--- src/rtl/bcd_cascade_counter.sv ---
// Multi-digit BCD up/down counter with built-in prescaler clock-enable, synchronous load,
// and registered one-cycle step (tick_out) and full-wrap (wrap) pulses.
module bcd_cascade_counter #(
  parameter int DIGITS   = 2,
  parameter int PRESCALE = 25_000_000
) (
  input  logic                  clk_in,
  input  logic                  rst_n,
  input  logic                  en,
  input  logic                  up,
  input  logic                  load,
  input  logic [4*DIGITS-1:0]   load_val,
  output logic [4*DIGITS-1:0]   bcd,
  output logic                  tick_out,
  output logic                  wrap
);

  localparam int PS_W = (PRESCALE > 1) ? $clog2(PRESCALE) : 1;
  localparam logic [PS_W-1:0] PS_MAX = PS_W'(PRESCALE - 1);

  logic [PS_W-1:0]      r_ps_cnt;
  logic [4*DIGITS-1:0]  r_bcd;
  logic                 r_tick;
  logic                 r_wrap;

  logic [4*DIGITS-1:0]  w_bcd_nxt;
  logic [4*DIGITS-1:0]  w_load_clamped;
  logic [4:0]           w_dig;
  logic                 w_carry;
  logic                 w_step;

  // Returns {carry_or_borrow, new_digit} for one digit stepped in the given direction.
  function automatic logic [4:0] step_digit(input logic [3:0] d, input logic dir_up);
    logic [4:0] res;
    if (dir_up) begin
      if (d >= 4'd9) res = {1'b1, 4'd0};
      else           res = {1'b0, d + 4'd1};
    end else begin
      if (d == 4'd0)     res = {1'b1, 4'd9};
      else if (d > 4'd9) res = {1'b0, 4'd8};
      else               res = {1'b0, d - 4'd1};
    end
    return res;
  endfunction

  function automatic logic [3:0] clamp_digit(input logic [3:0] d);
    logic [3:0] res;
    if (d > 4'd9) res = 4'd9;
    else          res = d;
    return res;
  endfunction

  assign w_step = en && (r_ps_cnt == PS_MAX);

  // Ripple the carry/borrow through all digits and clamp the load value.
  always_comb begin
    w_carry        = 1'b1;
    w_dig          = 5'd0;
    w_bcd_nxt      = r_bcd;
    w_load_clamped = '0;
    for (int i = 0; i < DIGITS; i++) begin
      w_load_clamped[4*i +: 4] = clamp_digit(load_val[4*i +: 4]);
      if (w_carry) begin
        w_dig                = step_digit(r_bcd[4*i +: 4], up);
        w_bcd_nxt[4*i +: 4]  = w_dig[3:0];
        w_carry              = w_dig[4];
      end else begin
        w_bcd_nxt[4*i +: 4]  = r_bcd[4*i +: 4];
      end
    end
  end

  // Prescaler, digit register and pulse outputs; reset > load > step > hold.
  always_ff @(posedge clk_in) begin
    if (!rst_n) begin
      r_ps_cnt <= '0;
      r_bcd    <= '0;
      r_tick   <= 1'b0;
      r_wrap   <= 1'b0;
    end else if (load) begin
      r_ps_cnt <= '0;
      r_bcd    <= w_load_clamped;
      r_tick   <= 1'b0;
      r_wrap   <= 1'b0;
    end else if (w_step) begin
      r_ps_cnt <= '0;
      r_bcd    <= w_bcd_nxt;
      r_tick   <= 1'b1;
      r_wrap   <= w_carry;
    end else if (en) begin
      r_ps_cnt <= r_ps_cnt + PS_W'(1);
      r_tick   <= 1'b0;
      r_wrap   <= 1'b0;
    end else begin
      r_tick   <= 1'b0;
      r_wrap   <= 1'b0;
    end
  end

  assign bcd      = r_bcd;
  assign tick_out = r_tick;
  assign wrap     = r_wrap;

endmodule

--- config.mk ---
export PLATFORM = sky130hd
export DESIGN_NAME = bcd_cascade_counter
export DESIGN_NICKNAME = d
export VERILOG_FILES = /design/src/rtl/bcd_cascade_counter.sv
export SDC_FILE = /design/constraint.sdc
export NUM_CORES = 1
export LEC_CHECK = 0
export BUFFER_PORTS_ARGS = -buffer_cell sky130_fd_sc_hd__buf_2
export CELL_PAD_IN_SITES_DETAIL_PLACEMENT = 1
export CELL_PAD_IN_SITES_GLOBAL_PLACEMENT = 2
export CORE_MARGIN = 1
export CORE_UTILIZATION = 31
export CTS_BUF_LIST = sky130_fd_sc_hd__clkbuf_8 sky130_fd_sc_hd__clkbuf_16
export CTS_CLUSTER_SIZE = 28
export DETAILED_ROUTE_END_ITERATION = 10
export GPL_ROUTABILITY_DRIVEN = 0
export PLACE_DENSITY = 0.8
export SLEW_MARGIN = 10
export SYNTH_ARGS = -nofsm -noshare
export SYNTH_HDL_FRONTEND = slang
export SYNTH_SLANG_ARGS = --single-unit
--- constraint.sdc ---
create_clock -name clk_in -period 2.05 [get_ports clk_in]
set_clock_uncertainty 0.05 [all_clocks]
set_input_delay 0.1025 -clock clk_in [delete_from_list [all_inputs] [get_ports clk_in]]
set_output_delay 0.1025 -clock clk_in [all_outputs]
set_load 0.03 [all_outputs]
==> impl_metrics.json <==
{
  "drv_slew": 0,
  "diodes": 0,
  "maxCapViolCount": 0,
  "crit_path_start_kind": "register",
  "setup_viol": 0,
  "max_slew.worst_pin.slew_ns": 0.5316,
  "numCtsBuffers": 5,
  "syn_area_sq_um": 2113,
  "max_freq_ghz": 0.4941,
  "grt_max_degree": 26,
  "fill_cells": 804,
  "antenna_found_initial": 0,
  "critPathRequiredTime_ns": 2.21,
  "drt_iter0_markers": 52,
  "outcome": "complete, but fails checks",
  "cp.arrival_ns": 2.18,
  "grt_first_pass_wirelength_microns": 9232,
  "die_w_microns": 84.57,
  "cts-root-buf": "clkbuf_8",
  "ctsHoldBuffers": 0,
  "coreArea_sq_um": 6459,
  "layout-drive-gt1-share": 0.2218,
  "hold_viol": 0,
  "dieArea_sq_um": 7151,
  "cp-end-kind": "register",
  "ant_nets": 0,
  "synth-edff-count": 0,
  "synth_top_area_frac": 0.3316,
  "relSlewSlack": 0.6411,
  "synthToLayoutAreaGrowth_pct": 20.07,
  "vias": 1929,
  "synth_warnings": 0,
  "seqCellArea_sq_um": 706.9,
  "period_minus_slack_ns": 2.024,
  "clk_latency_ns": 0.29,
  "initial_core_util": 0.3272,
  "io_buffers": 22,
  "core.rowCount": 29,
  "ys_ff_latch": 35,
  "finalPower_uw": 1625,
  "drtPass1Iterations": 11,
  "critPathKind": "reg -> reg",
  "power.density_nw_per_um2": 640.4,
  "syn_nets": 281,
  "crit_path_max_fanout": 7,
  "synth.area.top_cells": "dfxtp_1 33%, xor2_1 7.5%, nor2_1 7.3%, ha_1 4.7%, nand4_1 3.6%",
  "stdcell_area_sq_um": 2537,
  "dp_hpwl_microns": 3966,
  "place_area_sq_um": 2389,
  "clk_pin_slew_worst_paths_ns": 0.07,
  "grt_overflow": 0,
  "wl_microns": 5423,
  "cts.sinks": 35,
  "leakagePower_uw": 0.0009940,
  "synth_cells": 260,
  "grt_pass1_vias": 1967,
  "yosysUniqueCellTypes": 52,
  "tritoncts": "yes",
  "rrSetupSlack_ns": 0.03,
  "fp.dieH_microns": 84.57,
  "post-route-period-util": 0.9873,
  "clock_path_buffers": 2,
  "ys_seq_area_frac": 0.3316,
  "viasPerCell": 5.214,
  "wl_per_cell_microns": 14.66,
  "grt_usage": 0.1585,
  "syn-mean-instance-area_sq_um": 8.128,
  "min_path_type": "in -> reg",
  "fin_nets": 313,
  "htreeDepth": 2,
  "multi_input_area_sq_um": 1310,
  "violations": "DRC",
  "synth_area_leader_cell": "dfxtp_1",
  "ys_async_sr_fraction": 0,
  "rsz0062_at_grt": "true",
  "drc": 3,
  "dominantRegCellSynth": "dfxtp_1",
  "io_pins": 23,
  "vdd_ir_drop_max_v": 0.0003459
}
critical path: stages, from the launching register on:
cell     delay (ns)
dfxtp_4        0.37
inv_2          0.08
ha_1           0.16
or3b_4         0.41
a21oi_4        0.15
a21oi_1        0.08
or4_1          0.50
mux2i_1        0.14
through the flow:
step           hold WS, ns  utilization    TNS, ns  instances  worst slack [ns]
4_1_cts            0.04523       0.3880          0        368           0.02028
3_5_place_dp        0.3427       0.3698  -0.006191        360         -0.006191
6_report           0.05149       0.3929          0        370           0.02596
2_1_floorplan       0.2001            -   -0.04298        260          -0.04298
3_3_place_gp        0.3382       0.3698          0        360           0.08288
5_1_grt            0.05019       0.3929   -0.07087        370          -0.04180
metal layers:
layer | vias to the layer above | wire length (microns) | GRT usage
li1 | 983 | - | -
met1 | 923 | 2665 | 0.2091
met2 | 17 | 2603 | 0.2653
met3 | 6 | 109 | 0.03048
met4 | 0 | 44 | 0.04160
met5 | - | 0 | 0
cell usage in the layout (no fill, tap or decap), types with 6 or more instances in the layout:
cell,Yosys,final
nor2_1,41,41
dfxtp_1,35,32
buf_2,3,22
xor2_1,18,18
buf_4,0,17
nand2_1,15,15
inv_1,13,12
nand4_1,12,12
nand3_1,12,12
a21oi_1,8,8
ha_1,8,8
xnor2_1,6,6
clkbuf_8,0,6
registers in the layout (all words and copies together), names as in the netlist:
name	cells
bcd	8
r_ps_cnt	25
tick_out	1
wrap	1
kinds of logic (layout without fill, tap and decap cells):
logic type               after synthesis  count (layout)  synth area share
AO/OA/AOI/OAI                         44              44            0.1468
XOR/XNOR                              24              24           0.09947
multiplexers                           4               4           0.01895
buffers and inverters                 28              61           0.05506
AND/OR/NAND/NOR                      117             117            0.3008
flip-flops                            35              35            0.3316
adder cells (fa/ha/maj)                8               8           0.04737
power breakdown:
| group | total, uW | internal, uW | switching (uW) |
|---|---|---|---|
| clock network | 649 | 394 | 255 |
| logic | 263 | 110 | 153 |
| registers | 713 | 692 | 21.5 |
| total | 1630 | 1200 | 429 |
synth_stat cells (3+ instances only):
cell type and n:
nand3_1 12, ha_1 8, a31oi_1 5, a21oi_1 8, and3_1 5, o211ai_1 3, and2_1 4, o31ai_1 4
inv_1 13, nor2b_1 3, o311ai_0 3, xnor2_1 6, mux2i_1 4, dfxtp_1 35, and4_1 5, xor2_1 18
buf_2 3, nor2_1 41, nand2_1 15, o2111ai_1 3, o21ai_0 5, nand4_1 12, clkbuf_1 11
worst paths after layout:
path                                endpoint  cells after the start          from
worst max-delay path                  bcd[6]                      7        bcd[4]
worst min-delay path                  bcd[4]                      3   load_val[4]
worst max register to register        bcd[6]                      7        bcd[4]
worst min register to register  r_ps_cnt[24]                      2  r_ps_cnt[24]
timing repair:
action,4_1_cts,5_1_grt
setup endpoints to repair,1,4
buffers inserted,0,2
cloned,0,0
pin swaps,0,1
resized for setup,1,4
hold endpoints to repair,0,0
area by class of cell:
cell class | count | area share
flip-flops and latches | 35 | 0.2786
clock inverters | 2 | 0.01381
multi-input cells | 197 | 0.5163
clock buffers | 6 | 0.03254
inverters | 13 | 0.01923
repair buffers | 40 | 0.1016
well taps | 77 | 0.03797
(Power assumes the default switching activity.)
